`config.mk`:
```
export PLATFORM = sky130hd
export DESIGN_NAME = decoder_bin_hold
export DESIGN_NICKNAME = d
export VERILOG_FILES = /design/src/rtl/decoder_bin_hold_pkg.sv /design/src/rtl/decoder_bin_hold_onehot_buf1.sv /design/src/rtl/decoder_bin_hold.sv
export SDC_FILE = /design/constraint.sdc
export NUM_CORES = 1
export LEC_CHECK = 0
export CAP_MARGIN = 20
export CELL_PAD_IN_SITES_DETAIL_PLACEMENT = 0
export CELL_PAD_IN_SITES_GLOBAL_PLACEMENT = 1
export CORE_MARGIN = 8
export CORE_UTILIZATION = 41
export CTS_BUF_LIST = sky130_fd_sc_hd__clkbuf_8
export DETAILED_ROUTE_END_ITERATION = 6
export PLACE_DENSITY = 0.88
export RECOVER_POWER = 25
export SLEW_MARGIN = 20
export SYNTH_ARGS = -nofsm -noshare
export SYNTH_HDL_FRONTEND = slang
export SYNTH_HIERARCHICAL = 1
export SYNTH_SLANG_ARGS = --single-unit
```
`constraint.sdc`:
```
create_clock -name clk -period 1.8 [get_ports clk]
set_clock_uncertainty 0.05 [all_clocks]
set_input_delay 0.36 -clock clk [delete_from_list [all_inputs] [get_ports clk]]
set_output_delay 0.36 -clock clk [all_outputs]
set_load 0.02 [all_outputs]
```
`src/rtl/decoder_bin_hold_pkg.sv`:
```
// decoder_bin_hold_pkg: shared constants, state type and code-to-line mapping
// for the bit-reversed 3-to-8 decoder. The encoder and its bench use the same
// function for cross-checks.
package decoder_bin_hold_pkg;
    localparam int CODE_W  = 3;
    localparam int LINES_N = 2 ** CODE_W;
    typedef enum logic {IDLE, ACTIVE} state_e;
    // Line index is the code read MSB-first from bit 0 (encoder's reversed order)
    function automatic logic [LINES_N-1:0] bin2onehot(input logic [CODE_W-1:0] code);
        return LINES_N'(1) << {code[0], code[1], code[2]};
    endfunction
endpackage

```
`src/rtl/decoder_bin_hold_onehot_buf1.sv`:
```
// onehot_buf1: one-entry holding register for a decoded line.
// Ports: clk, rst (sync, active-high); load_i stores data_i and sets full;
// drain_i clears full; data_o/full_o expose the held entry.
// load_i and drain_i are never asserted together by the parent.
module onehot_buf1
    import decoder_bin_hold_pkg::*;
(
    input  logic               clk,
    input  logic               rst,
    input  logic               load_i,
    input  logic               drain_i,
    input  logic [LINES_N-1:0] data_i,
    output logic [LINES_N-1:0] data_o,
    output logic               full_o
);
    logic [LINES_N-1:0] data_q;
    logic               full_q;
    always_ff @(posedge clk) begin
        if (rst) begin
            data_q <= '0;
            full_q <= 1'b0;
        end else if (drain_i) begin
            full_q <= 1'b0;
        end else if (load_i) begin
            data_q <= data_i;
            full_q <= 1'b1;
        end
    end
    assign data_o = data_q;
    assign full_o = full_q;
endmodule

```
`src/rtl/decoder_bin_hold.sv`:
```
// decoder_bin_hold: registered 3-to-8 bit-reversed decoder with pulse hold.
// Ports: clk, rst (sync, active-high), en (freeze when low);
// in_valid/in_ready/in_code accept a code; out_onehot holds the decoded line
// for HOLD enabled cycles, out_valid flags a held line, done pulses on the
// last hold cycle. A one-entry buffer lets back-to-back codes run gap-free.
module decoder_bin_hold
    import decoder_bin_hold_pkg::*;
#(
    parameter int HOLD = 4
) (
    input  logic               clk,
    input  logic               rst,
    input  logic               en,
    input  logic               in_valid,
    output logic               in_ready,
    input  logic [CODE_W-1:0]  in_code,
    output logic [LINES_N-1:0] out_onehot,
    output logic               out_valid,
    output logic               done
);
    localparam int CW = $clog2(HOLD + 1);
    state_e             state_q;
    logic [CW-1:0]      cnt_q;
    logic [LINES_N-1:0] onehot_q;
    logic [LINES_N-1:0] buf_data;
    logic               buf_full;
    logic               accept;
    logic               last;
    assign in_ready = en && !buf_full && !rst;
    assign accept   = in_valid && in_ready;
    assign last     = (state_q == ACTIVE) && (cnt_q == CW'(HOLD - 1));
    assign done     = en && last;
    // Mid-hold arrivals park in the buffer; on the last cycle they go straight out
    onehot_buf1 u_buf (
        .clk     (clk),
        .rst     (rst),
        .load_i  (accept && (state_q == ACTIVE) && !last),
        .drain_i (done && buf_full),
        .data_i  (bin2onehot(in_code)),
        .data_o  (buf_data),
        .full_o  (buf_full)
    );
    always_ff @(posedge clk) begin
        if (rst) begin
            state_q  <= IDLE;
            cnt_q    <= '0;
            onehot_q <= '0;
        end else if (en) begin
            if (state_q == IDLE) begin
                if (accept) begin
                    onehot_q <= bin2onehot(in_code);
                    cnt_q    <= '0;
                    state_q  <= ACTIVE;
                end
            end else if (last) begin
                cnt_q <= '0;
                if (buf_full) begin
                    onehot_q <= buf_data;
                end else if (accept) begin
                    onehot_q <= bin2onehot(in_code);
                end else begin
                    onehot_q <= '0;
                    state_q  <= IDLE;
                end
            end else begin
                cnt_q <= cnt_q + CW'(1);
            end
        end
    end
    assign out_onehot = onehot_q;
    assign out_valid  = (state_q == ACTIVE);
endmodule

```
Yosys cells after proc, flatten, opt, wreduce, memory -nomap -nowiden. Cells that the tools add are included.

Add/subtract/negate cells: 1. $mul: 0. Divide/modulo/power cells: 0. $lt $le $gt $ge: 0. Equality and inequality tests: 2. Shift-type cells: 1. Mux-type cells: 12. Bitwise gates (word level): 1. Reduce and logical (&&, ||, !) cells: 16.

Operator list (count): two-way mux 8 bit (5); two-way mux 3 bit (3); logical AND 1 bit (8); left shift 1 x 3 -> 8 bit (first input constant) (1); two-way mux 1 bit (4); AND reduction 2 bit (2); adder 3 x 1 -> 3 bit (second input constant) (1); equality test 3 x 2 -> 1 bit (second input constant) (1); logical NOT 1 bit (3); AND reduction 3 bit (1); != test 2 x 1 -> 1 bit (second input constant) (1); nonzero test 2 bit (1); OR reduction 2 bit (1); NOT 1 bit (1).

Register bits: 21. Latch bits: 0. RAM bits: 0. ROM bits: 0. Bits of input ports: 7. Output and inout bits: 11. Logic and storage cells: 38. Memories: 0.

Depth between registers and ports, before layout. Gate-level depths: netlist (run 1).

Word-level depth: 8. Depth in mapped cells: 6. Depth with buffers taken out: 6.

Modules after synthesis. The synthesis (run 1) kept the hierarchy.

Modules (own cells, without submodules): decoder_bin_hold (times used 1, cells an instance 76, area an instance 673.1 um2, sequential area each 240.2 um2); onehot_buf1 (times used 1, cells an instance 37, area an instance 402.9 um2, sequential area each 180.2 um2).

Least setup slack after synthesis (run 1). No wires, ideal clock.

Path type: register to register. From: register state_q, in the netlist out_valid. To: register u_buf.data_q[4], in the netlist u_buf/data_o[4]. Library setup time: 0.069 ns. Arrival: 1.541 ns. Required time: 1.681 ns. Slack: 0.140 ns. Cell stages (with the launch flop): 7. Path buffers: 2. Clock period less this slack: 1.660 ns. Cells stage by stage: dfxtp_1 > buf_2 > and2_1 > buf_2 > and3_1 > and2b_4 > o21ai_1.

Longest elaborated chain between the ends: 5. Elaborated cells on any way between the ends: 8. Classes of those cells: 1 x bitwise; 7 x reduce/logical.

RTL lines: from (decl) (line decoder_bin_hold.sv:22) `state_e state_q;`; from (signal assigned) (line decoder_bin_hold.sv:45) `state_q <= IDLE;`; from (signal assigned) (line decoder_bin_hold.sv:53) `state_q <= ACTIVE;`; from (signal assigned) (line decoder_bin_hold.sv:63) `state_q <= IDLE;`; logical AND 1 bit (line decoder_bin_hold.sv:31) `assign last = (state_q == ACTIVE) && (cnt_q == CW'(HOLD - 1));`; logical AND 1 bit (line decoder_bin_hold.sv:32) `assign done = en && last;`; logical AND 1 bit (line decoder_bin_hold.sv:38) `.drain_i (done && buf_full),`; NOT 1 bit (no line); AND reduction 2 bit (no line) (*); to (signal assigned) (line decoder_bin_hold_onehot_buf1.sv:25) `data_q <= data_i;`; to (decl) (line decoder_bin_hold_onehot_buf1.sv:16) `logic [LINES_N-1:0] data_q;`.

Every way passes the cells marked *; elsewhere a longest branch is shown, timed or not. A chain may end at the register's enable or synchronous reset.

Worst setup path after layout (run 1).
From: input port en. To: output port in_ready.

Longest elaborated chain between the ends: 2.

RTL lines: from (decl) (line decoder_bin_hold.sv:13) `input logic en,`; logical AND 1 bit (2 in series) (line decoder_bin_hold.sv:29) `assign in_ready = en && !buf_full && !rst;`; to (decl) (line decoder_bin_hold.sv:15) `output logic in_ready,`.

Every way passes these cells.

==> out/results.ini, run 1 <==
[timing]
fin_ws_ns=0.0590
rsz0062_at_grt=no
whs_ns=0.409
maxSlewViolCount=0
setup_viol_count_final=0
slew_headroom=0.769
worstMarginPinSlew_ns=0.346
min_period_over_period=0.967
max_freq_mhz=574
hold_viol_final=0
post-route-min-period_ns=1.74

[critical_path]
crit_fanout=2
slowest_delay_ns=0.47
endpoint_kind=primary output
path_delay_family=buffers and inverters
worstPathRequired_ns=1.39
start_kind=primary input
cp_cell_sequence=clkdlybuf4s50_1, or2b_1, nor2_1, buf_2
path_buf_inv=2
r2r-start=cnt_q[0]
worst-endpoint-arrival_ns=1.33
cpMaxStageDelayCell=clkdlybuf4s50_1
crit_start=en
critical_path_class=in -> out

[placed_design]
post-dp-hpwl_um=1680
placed_area_um2=1330
place_ws_ns=-0.396
gp_congestion=0.765
place.port_buffers=17
dp.cells=163

[clock_network]
cts-buffers-inserted=3
path_clk_slew_ns=0.08
hold_buffers=0
cts_max_path_buffers=2
cts_tree=done
cts.sinks=21
htreeDepth=1
postCtsSetupBuffers=0
clk_latency_ns=0.26
clockRootBuffer=clkbuf_8

[die]
io_pins=18
fp.dieW_um=67.2
num_rows=18
core_area_um2=2480
die_h_um=67.2
die_area_um2=4520
initial_core_util=0.434

[power]
p_clk_frac=0.316
finalPower_uw=977
seq_power_share=0.502
combPwrFrac=0.182
intPower_uw=721
vdd_drop_max_uv=472
powerDensity_nw_per_um2=719
p_leak_uw=0.000479
sw_frac_of_total=0.262
switchingPower_uw=256

[drt]
drt-pass1-iter-count=4
wl_per_cell_um=14.6
viasPerCell=5.52
ant_nets=0
drt-total-wl_um=2440
drt_iter0_markers=25
num_vias=922
drc=0

[final_layout]
most-common-layout-cells=dfxtp_1, clkdlybuf4s50_1, nor2_1
instances_no_fill=167
n_fill_cell=242
design_area_um2=1360
layout-area-overhead-vs-synth_pct=26.3
nNetsFinal=146
drive_gt1_frac=0.182
num_antenna_cells=0
layout_commonest_cell=dfxtp_1

[global_routing]
track_usage=0.114
grt.overflow.total=0
grt_pass1_wl_um=4050
antenna_found_initial=0
grt_pass1_vias=890
grt_max_degree=26

[synth]
synth_seq_cells=21
synthCells=113
synth_top_area_frac=0.391
avgSynthCellArea_um2=9.52
synth_cell_type_count=31
yosysWarningCount=6
synth.area.top_cells=dfxtp_1, nand4bb_1, a22oi_1
yosys.area.top_type=dfxtp_1
synthesis.nets=121
seq_area_frac_synth=0.391
syn_area_um2=1080

[min_path]
hp-start=cnt_q[1]
hold_class=reg -> reg

[run_status]
outcome=finished clean

[flow_run]
drv_cap=0

worst min-delay path, delay by kind of cell, from the launching register on:
kind,cells,cell delay [ns]
flops,1,0.32
compound gates,1,0.05
simple gates,1,0.05
flip-flops by register name, indices dropped and copies added, names as in the netlist:
register	count
out_onehot	8
u_buf/data_o	8
cnt_q	3
out_valid	1
u_buf/full_o	1
cells by family (layout without fill, tap and decap cells):
logic type | after synthesis | after routing | share of synthesized area
flip-flops | 21 | 21 | 0.391
buffers and inverters | 6 | 30 | 0.0314
AND/OR/NAND/NOR | 55 | 55 | 0.348
AO/OA/AOI/OAI | 30 | 30 | 0.219
adder cells (fa/ha/maj) | 1 | 1 | 0.0116
power by group through the flow:
| stage | Combinational, uW | Sequential [uW] | Clock [uW] |
|---|---|---|---|
| detailed placement | 179 | 502 | 0 |
| CTS | 179 | 491 | 318 |
| finish | 177 | 491 | 309 |
| floorplan | 79.0 | 519 | 0 |
| global route | 192 | 494 | 334 |
| global placement | 177 | 501 | 0 |
layer usage:
layer / vias up / GRT usage / wire length, um / part of all wire
met2: 26 / 0.178 / 1120 / 0.46
met1: 424 / 0.147 / 1100 / 0.45
met3: 4 / 0.0199 / 185 / 0.076
li1: 468 / - / - / -
met4: 0 / 0.0548 / 31 / 0.013
met5: - / 0 / 0 / 0
area by class of cell:
class | instances | area, um2 | area share
multi-input combinational | 86 | 621 | 0.457
tap | 30 | 37.5 | 0.0276
clock buffer | 3 | 41.3 | 0.0304
inverter | 1 | 3.75 | 0.00276
clock inverter | 1 | 3.75 | 0.00276
sequential | 21 | 422 | 0.310
timing repair buffer | 25 | 230 | 0.169
metrics by stage:
step / utilization / setup TNS, ns
CTS: 0.550 / 0
global route: 0.548 / 0
floorplan: - / 0
detailed placement: 0.535 / -1.99
finish: 0.548 / 0
global placement: 0.535 / -1.41
Yosys cell counts (all sizes together):
cell / n
and3b: 2
nand3b: 1
nand4bb: 9
nand4: 1
clkbuf: 2
inv: 1
nand2b: 9
nor2: 13
or3: 1
and2: 2
a211oi: 8
and2b: 1
a21oi: 4
ha: 1
a22oi: 9
and3: 3
o21ai: 9
nor3: 2
nand2: 6
or2b: 1
nor3b: 4
buf: 3
dfxtp: 21
path summary, 6_finish.rpt:
| kind | end | slack [ns] | cells after the start |
|---|---|---|---|
| max | in_ready | 0.06 | 4 |
| min | cnt_q[1] | 0.41 | 2 |
| min reg2reg | cnt_q[1] | 0.41 | 2 |
| max reg2reg | u_buf/data_o[3] | 0.22 | 7 |
repair_timing:
item	in CTS	in global routing
setup endpoints to repair	2	1
resized for setup	9	1
gates cloned	0	0
No activity file was read; power rests on OpenSTA's default activity.
==> run 2, diff against run 1 <==
--- a/config.mk
+++ b/config.mk
@@ -13,7 +13,7 @@
 export CTS_BUF_LIST = sky130_fd_sc_hd__clkbuf_8
 export DETAILED_ROUTE_END_ITERATION = 6
 export PLACE_DENSITY = 0.88
-export RECOVER_POWER = 25
+export RECOVER_POWER = 100
 export SLEW_MARGIN = 20
 export SYNTH_ARGS = -nofsm -noshare
 export SYNTH_HDL_FRONTEND = slang
==> run 2 against run 1 <==
Setup slack worse by 0.00069 ns. Critical endpoint unchanged. Sequential share of layout area rose by 0.55 points. Critical path depth unchanged. Largest cell class unchanged. Core utilization is 0.96 points lower. Routed wire length rose by 0.29%. Non-clock buffer count did not move.
==> out/results.ini, run 2 (same netlist as run 1, synthesis figures left out) <==
[final_layout]
num_antenna_cells=0  ; unchanged
most-common-layout-cells=dfxtp_1, nor2_1, nand2b_1, a22oi_1
layout-area-overhead-vs-synth_pct=24.1
n_fill_cell=248  ; +2.5%
final_util=0.539  ; -0.00960
layout_commonest_cell=dfxtp_1
drive_gt1_frac=0.153  ; -0.0292
nNetsFinal=146  ; unchanged

[drt]
num_vias=925  ; +0.33%
route.met2.wl_um=1120  ; unchanged
drt_iter0_markers=33  ; +32%
dr_wl_met3_um=147  ; -21%
top_layer=met4
drt-pass1-iter-count=4  ; unchanged
ant_nets=0  ; unchanged
drc=0  ; unchanged
wl_per_cell_um=14.6  ; +0.29%
wl_met1_um=1140  ; +4.2%
drt-total-wl_um=2440  ; +0.29%
viasPerCell=5.54  ; +0.33%

[power]
p_clk_frac=0.319  ; +0.003
vdd_drop_max_uv=470  ; -0.40%
sw_frac_of_total=0.261  ; -0.000627
intPower_uw=713  ; -1.1%
seq_power_share=0.508  ; +0.006
finalPower_uw=965  ; -1.2%
p_leak_uw=0.000493  ; +2.8%
powerDensity_nw_per_um2=723  ; +0.57%
switchingPower_uw=252  ; -1.4%
combPwrFrac=0.174  ; -0.008

[clock_network]
clk_latency_ns=0.26  ; about the same
htreeDepth=1  ; unchanged
clockRootBuffer=clkbuf_8
cts_max_path_buffers=2  ; unchanged
cts.sinks=21  ; unchanged
cts_tree=done
postCtsSetupBuffers=0  ; unchanged
cts-buffers-inserted=3  ; unchanged
path_clk_slew_ns=0.08  ; about the same

[timing]
min_period_over_period=0.968  ; about the same
rsz0062_at_grt=no
maxSlewViolCount=0  ; unchanged
hold_viol_final=0  ; unchanged
setup_viol_count_final=0  ; unchanged
post-route-min-period_ns=1.74  ; +0.000691 ns
worstMarginPinSlew_ns=0.348  ; +0.00174 ns
max_freq_mhz=574  ; about the same
slew_headroom=0.768  ; -0.00116

[placed_design]
place.port_buffers=17  ; unchanged
post-dp-hpwl_um=1680  ; unchanged
gp_congestion=0.765  ; unchanged

[critical_path]
critical_path_class=in -> out
worst-endpoint-arrival_ns=1.33  ; about the same
endpoint_kind=primary output
worstPathRequired_ns=1.39  ; about the same
start_kind=primary input
crit_fanout=2  ; unchanged

[global_routing]
grt_pass1_wl_um=4050  ; unchanged
antenna_found_initial=0  ; unchanged
grt.overflow.total=0  ; unchanged
grt_pass1_vias=890  ; unchanged
track_usage=0.114  ; unchanged
grt_max_degree=26  ; unchanged

[die]
die_area_um2=4520  ; unchanged
initial_core_util=0.434  ; unchanged
fp.dieW_um=67.2  ; unchanged
io_pins=18  ; unchanged
core_area_um2=2480  ; unchanged
die_h_um=67.2  ; unchanged
num_rows=18  ; unchanged

[min_path]
hold_class=reg -> reg

[run_status]
outcome=finished clean

[flow_run]
drv_cap=0  ; unchanged

[run 2: cell types whose count changed in the layout (fill, tap and decap cells not counted), sizes merged]
cell,previous run,this run
dlygate4sd3,0,8
buf,9,8
clkbuf,4,5
clkdlybuf4s50,15,7
[run 2: layout make-up]
type | count | area, um2 | area share
clock buffer | 3 | 41.3 | 0.0309
clock inverter | 1 | 3.75 | 0.00281
inverter | 1 | 3.75 | 0.00281
multi-input combinational | 86 | 597 | 0.447
sequential | 21 | 422 | 0.316
tap | 30 | 37.5 | 0.0281
timing repair buffer | 25 | 230 | 0.172
[run 2: per-layer routing]
layer | vias up | global-route usage
met5 | - | 0
met4 | 0 | 0.0548
met1 | 430 | 0.147
met2 | 20 | 0.178
li1 | 471 | -
met3 | 4 | 0.0199
[run 2: worst paths after layout]
| check | cells after the start | slack (ns) | start | end |
|---|---|---|---|---|
| min reg2reg | 2 | 0.41 | cnt_q[1] | cnt_q[1] |
| min | 2 | 0.41 | cnt_q[1] | cnt_q[1] |
| max reg2reg | 4 | 0.25 | out_valid | u_buf/data_o[3] |
| max | 4 | 0.06 | en | in_ready |
[run 2: repair_timing]
action / 4_1_cts / 5_1_grt
endpoints found under the setup margin: 2 / 1
hold buffers: 0 / 0
resized for setup: 9 / 1
endpoints found under the hold margin: 0 / 0
[run 2: metrics by stage]
stage | TNS, ns | hold slack [ns] | instance area, um2 | cells | worst slack [ns]
2_1_floorplan | 0 | 0.383 | 1080 | 113 | 0.140
3_3_place_gp | -1.41 | 0.391 | 1330 | 163 | -0.365
3_5_place_dp | -1.99 | 0.397 | 1330 | 163 | -0.396
4_1_cts | 0 | 0.407 | 1360 | 167 | 0.0515
5_1_grt | 0 | 0.443 | 1340 | 167 | 0.00796
6_report | 0 | 0.407 | 1340 | 167 | 0.0583
[run 2: power by group through the flow]
stage / sequential, uW / clock, uW / combinational, uW
after floorplan: 519 / 0 / 79.0
after global placement: 501 / 0 / 177
after detailed placement: 502 / 0 / 179
after CTS: 491 / 318 / 179
after global routing: 493 / 334 / 182
final: 490 / 308 / 168
[run 2: worst max-delay path: stages]
cell and delay [ns]:
clkdlybuf4s50_1 0.47, or2b_1 0.24, nor2_1 0.09, buf_2 0.17
